[src/rtl/uart_tx_feeder.sv]
// Byte FIFO plus launch sequencer feeding uart_tx: one start_tx pulse per byte, tx_busy as handshake.
// Optional overflow drop counter (o_drop_cnt) is built when TX_FEEDER_STATS_EN is defined.
//
// state     | meaning
// IDLE      | waiting for a queued byte and an idle uart_tx; pops on exit
// LAUNCH    | o_start_tx high for this single cycle, timeout counter cleared
// WAIT_BUSY | waiting for uart_tx to raise busy; re-launches same byte on timeout
// WAIT_DONE | frame on the line, waiting for busy to fall
module uart_tx_feeder #(
    parameter int ADDR_W       = 4,
    parameter int DATA_W       = 8,
    parameter int BUSY_TIMEOUT = 8
) (
    input  logic              i_clk,
    input  logic              i_rst_n,
    input  logic              i_wr_en,
    input  logic [DATA_W-1:0] i_wr_data,
    output logic              o_full,
    output logic              o_empty,
    output logic [ADDR_W:0]   o_level,
    output logic [DATA_W-1:0] o_tx_data,
    output logic              o_start_tx,
    input  logic              i_tx_busy
`ifdef TX_FEEDER_STATS_EN
    ,
    output logic [15:0]       o_drop_cnt
`endif
);

    localparam int DEPTH = 1 << ADDR_W;
    localparam int TO_W  = $clog2(BUSY_TIMEOUT) + 1;
    localparam logic [ADDR_W:0] PTR_ONE = 1;
    localparam logic [TO_W-1:0] TO_ONE  = 1;
    localparam logic [TO_W-1:0] TO_LAST = TO_W'(BUSY_TIMEOUT - 1);

    typedef enum logic [1:0] {
        IDLE      = 2'd0,
        LAUNCH    = 2'd1,
        WAIT_BUSY = 2'd2,
        WAIT_DONE = 2'd3
    } state_t;

    state_t            state;
    logic [TO_W-1:0]   to_cnt;
    logic [DATA_W-1:0] mem [DEPTH];
    logic [ADDR_W:0]   wr_ptr, rd_ptr;
    logic [ADDR_W:0]   wr_ptr_nxt, rd_ptr_nxt;
    logic              push, pop;

    // Full is the registered flag, so a push in the same cycle as a pop is still dropped.
    assign push = i_wr_en && !o_full;
    assign pop  = (state == IDLE) && !o_empty && !i_tx_busy;

    assign wr_ptr_nxt = push ? wr_ptr + PTR_ONE : wr_ptr;
    assign rd_ptr_nxt = pop  ? rd_ptr + PTR_ONE : rd_ptr;

    always_ff @(posedge i_clk) begin
        if (push) begin
            mem[wr_ptr[ADDR_W-1:0]] <= i_wr_data;
        end
    end

    always_ff @(posedge i_clk or negedge i_rst_n) begin
        if (!i_rst_n) begin
            wr_ptr  <= '0;
            rd_ptr  <= '0;
            o_empty <= 1'b1;
            o_full  <= 1'b0;
            o_level <= '0;
        end else begin
            wr_ptr  <= wr_ptr_nxt;
            rd_ptr  <= rd_ptr_nxt;
            o_empty <= (wr_ptr_nxt == rd_ptr_nxt);
            o_full  <= (wr_ptr_nxt[ADDR_W] != rd_ptr_nxt[ADDR_W]) &&
                       (wr_ptr_nxt[ADDR_W-1:0] == rd_ptr_nxt[ADDR_W-1:0]);
            o_level <= wr_ptr_nxt - rd_ptr_nxt;
        end
    end

    always_ff @(posedge i_clk or negedge i_rst_n) begin
        if (!i_rst_n) begin
            state      <= IDLE;
            to_cnt     <= '0;
            o_tx_data  <= '0;
            o_start_tx <= 1'b0;
        end else begin
            o_start_tx <= 1'b0;
            case (state)
                IDLE: begin
                    if (pop) begin
                        o_tx_data  <= mem[rd_ptr[ADDR_W-1:0]];
                        o_start_tx <= 1'b1;
                        state      <= LAUNCH;
                    end
                end
                LAUNCH: begin
                    to_cnt <= '0;
                    state  <= WAIT_BUSY;
                end
                WAIT_BUSY: begin
                    if (i_tx_busy) begin
                        state <= WAIT_DONE;
                    end else if (to_cnt == TO_LAST) begin
                        // uart_tx missed the pulse: resend the held byte, no new pop
                        o_start_tx <= 1'b1;
                        state      <= LAUNCH;
                    end else begin
                        to_cnt <= to_cnt + TO_ONE;
                    end
                end
                WAIT_DONE: begin
                    if (!i_tx_busy) begin
                        state <= IDLE;
                    end
                end
                default: state <= IDLE;
            endcase
        end
    end

`ifdef TX_FEEDER_STATS_EN
    always_ff @(posedge i_clk or negedge i_rst_n) begin
        if (!i_rst_n) begin
            o_drop_cnt <= '0;
        end else if (i_wr_en && o_full && (o_drop_cnt != 16'hFFFF)) begin
            o_drop_cnt <= o_drop_cnt + 16'd1;
        end
    end
`endif

endmodule

[config.mk]
export PLATFORM = sky130hd
export DESIGN_NAME = uart_tx_feeder
export DESIGN_NICKNAME = d
export VERILOG_FILES = /design/src/rtl/uart_tx_feeder.sv
export SDC_FILE = /design/constraint.sdc
export NUM_CORES = 1
export LEC_CHECK = 0
export ABC_CLOCK_PERIOD_IN_PS = 3030
export BUFFER_PORTS_ARGS = -buffer_cell sky130_fd_sc_hd__buf_2
export CAP_MARGIN = 5
export CORE_MARGIN = 2
export CORE_UTILIZATION = 28
export CTS_CLUSTER_DIAMETER = 120
export DETAILED_ROUTE_END_ITERATION = 7
export GPL_ROUTABILITY_DRIVEN = 0
export GPL_TIMING_DRIVEN = 0
export SYNTH_ARGS = -nofsm -noshare
export SYNTH_HDL_FRONTEND = slang
export SYNTH_SLANG_ARGS = --single-unit
export TNS_END_PERCENT = 30
[constraint.sdc]
create_clock -name i_clk -period 3.03 [get_ports i_clk]
set_input_delay 0.1515 -clock i_clk [delete_from_list [all_inputs] [get_ports i_clk]]
set_output_delay 0.1515 -clock i_clk [all_outputs]
set_load 0.01 [all_outputs]
==> impl_metrics.toml <==
[drt]
drtIter0Drc = 261
drc = 0
drtAntennaViolNets = 0
firstDrtPassIters = 4
avgViaCountPerCell = 4.435
num_vias = 2989
wl_um = 11490
wire_per_inst_um = 17.04

[cts]
cts_root_buffer = "clkbuf_16"
insertion_delay_ns = 0.43
cts_sinks = 160
clockBufferDepth = 2
clk_pin_slew_worst_paths_ns = 0.06
cts_htree_levels = 4
cts_tree = "yes"
numCtsBuffers = 17

[timing]
finClkSkew_ns = 0.01341
relSlewSlack = 0.4564
hold_ws_ns = 0.04072
rsz0062_at_grt = "false"
finalCritPeriodShare = 0.9210
setup_tns_ns = 0
post-route-min-period_ns = 2.791
max_freq_mhz = 358.3
setup_viol = 0
timing.final.hold_violations = 0
worst_pin_slew_ns = 0.8154
finalMaxSlewViolations = 0

[logic_synthesis]
avgSynthCellArea_um2 = 19.52
yosys_warnings = 0
ys_seq_area_frac = 0.7235
synth_area_um2 = 6421
synth_area_leaders = "edfxtp_1, mux4_2, dfrtp_1"
syn_inst = 329
synth_cell_types = 38
ys_ff_latch = 160
synth_top_area_frac = 0.5986
syn_nets = 349
synth_top_cell_by_area = "edfxtp_1"

[layout]
diodes = 0
stdcell_count = 674
fin_nets = 396
drive_gt1_frac = 0.3085
area_growth_pct = 17.54

[critical_path]
crit_buf_inv = 1
crit_slowest_cell = "dfrtp_1"
path_class = "flip-flop to flip-flop"
crit_cells = 9
crit_arrival_ns = 3.08
cpPeakStageDelay_ns = 0.50
critPathMaxFanout = 9
startpoint_type = "flip-flop"
crit_required_ns = 3.32
crit_family = "adder cells"
cpMostUsedCell = "maj3_2"
endpoint_kind = "flip-flop"
crit_chain = "nor4_4 > buf_4 > mux2i_2 > xor2_1 > ha_1 > a21o_1 > maj3_2 > maj3_2 > xnor2_1"
reg2reg_depth = 9

[grt]
grt_pass1_wl_um = 18290
first_global_vias = 3193
overflow = 0
grt_max_degree = 33
grt_antenna_before_repair = 0
grt_use_total = 0.1020

[placed_design]
dpl.hpwl_um = 8142
dp.cells = 640
port_buffers = 26

[floorplan]
die_w_um = 155.4
io_pins = 28
fp.coreArea_um2 = 22570
start_util = 0.2845
die_h_um = 155.4
die_area_um2 = 24160
rows = 55

[power]
power.total_w = 0.007438
p_leak_nw = 2.632
peakVddDrop_mv = 0.4370
power.density_nw_per_um2 = 985.5

[worst_hold_path]
min_path_type = "input pin to flip-flop"
min_path_cells = 3

[job]
cap_violations = 0

[outcome]
run_status = "finished clean"
==> synth_stat cells <==
library cell / number
edfxtp_1: 128
mux4_2: 40
dfrtp_1: 31
inv_1: 14
and2_1: 12
mux2_2: 9
clkbuf_1: 8
ha_1: 8
xnor2_1: 8
nor2_1: 7
xor2_1: 7
nor3_1: 5
a21oi_1: 4
and3_1: 4
nand2_1: 4
a21o_1: 3
buf_1: 3
buf_2: 3
nand2b_1: 3
nand3_1: 3
nand4_1: 3
o21ai_0: 3
maj3_2: 2
mux2i_1: 2
o22ai_1: 2
a31o_2: 1
a31oi_1: 1
buf_6: 1
clkinv_1: 1
dfstp_2: 1
inv_2: 1
maj3_1: 1
nor2b_1: 1
nor3b_1: 1
nor4_1: 1
nor4_4: 1
o2bb2ai_1: 1
o31ai_1: 1
==> power breakdown <==
group	switching, W	leakage (nW)	total [W]	internal [W]
sequential	0.000154	1.55	0.00293	0.00277
combinational	0.00121	0.791	0.00236	0.00114
clock	0.000836	0.296	0.00216	0.00132
==> layout by cell type, fill, tap and decap left out, drive strengths merged, types with 5 or more instances in the layout <==
| cell | synthesis | final |
|---|---|---|
| edfxtp | 128 | 128 |
| mux4 | 40 | 40 |
| buf | 7 | 35 |
| dfrtp | 31 | 31 |
| clkbuf | 8 | 26 |
| inv | 15 | 18 |
| and2 | 12 | 12 |
| mux2 | 9 | 9 |
| xnor2 | 8 | 8 |
| ha | 8 | 8 |
| xor2 | 7 | 7 |
| nor2 | 7 | 7 |
| clkinv | 1 | 7 |
| nor3 | 5 | 5 |
==> flip-flops by register name, indices dropped and copies added (netlist names) <==
register,cells
mem,128
o_full,1
o_tx_data,8
o_level,5
state,2
o_start_tx,1
to_cnt,4
rd_ptr,5
wr_ptr,5
o_empty,1
==> final cells by class <==
type	count	area (um2)
inverters	16	60.06
plain buffers	14	75.07
well taps	285	356.6
flip-flops and latches	160	4646
repair buffers	29	155.1
clock inverters	13	160.2
multi-input cells	138	1652
clock buffers	19	442.9
fillers	2131	15020
==> repair_timing <==
item                                    4_1_cts  5_1_grt
endpoints found under the setup margin        1        1
hold buffers                                  1        0
endpoints found under the hold margin        31        0
pin swaps                                     1        0
resized for setup                             2        6
setup buffers                                 2        0
==> metal layers <==
metal  GRT usage  share of wire  vias up
li1            -              -     1388
met1      0.1276           0.45     1535
met2      0.1702           0.51       49
met3     0.02507          0.027       17
met4     0.04150          0.017        0
met5           0              0        -
==> tightest hold or removal path, stage by stage <==
cell and delay, ns:
buf_6 0.11, o21ai_0 0.09, o21ai_0 0.07
==> stage by stage <==
step / instance area [um2] / setup slack (ns) / utilization
floorplan: 6421 / 0.2599 / -
global placement: 6908 / -0.2935 / 0.3060
detailed placement: 6908 / -0.3376 / 0.3060
CTS: 7540 / 0.04505 / 0.3340
global route: 7547 / 0.04740 / 0.3344
finish: 7547 / 0.2393 / 0.3344
==> worst paths after layout <==
check | start | to | slack [ns]
worst min register to register | rd_ptr[4] | rd_ptr[4] | 0.50
worst min-delay path | i_tx_busy | state[1] | 0.04
worst max-delay path | state[0] | o_level[4] | 0.24
max in group asynchronous | i_rst_n | o_full | 2.20
min in group asynchronous | i_rst_n | to_cnt[3] | 0.34
worst max register to register | state[0] | o_level[4] | 0.24
==> cell families (layout without fill, tap and decap cells) <==
family | after synthesis | in the layout | share of synthesized area
AO/OA/AOI/OAI | 16 | 16 | 0.01578
XOR/XNOR | 15 | 15 | 0.02046
adder cells (fa/ha/maj) | 11 | 11 | 0.02066
buffers and inverters | 31 | 91 | 0.01987
flip-flops | 160 | 160 | 0.7235
multiplexers | 51 | 51 | 0.1592
AND/OR/NAND/NOR | 45 | 45 | 0.04053
No activity file was read; power rests on OpenSTA's default activity.
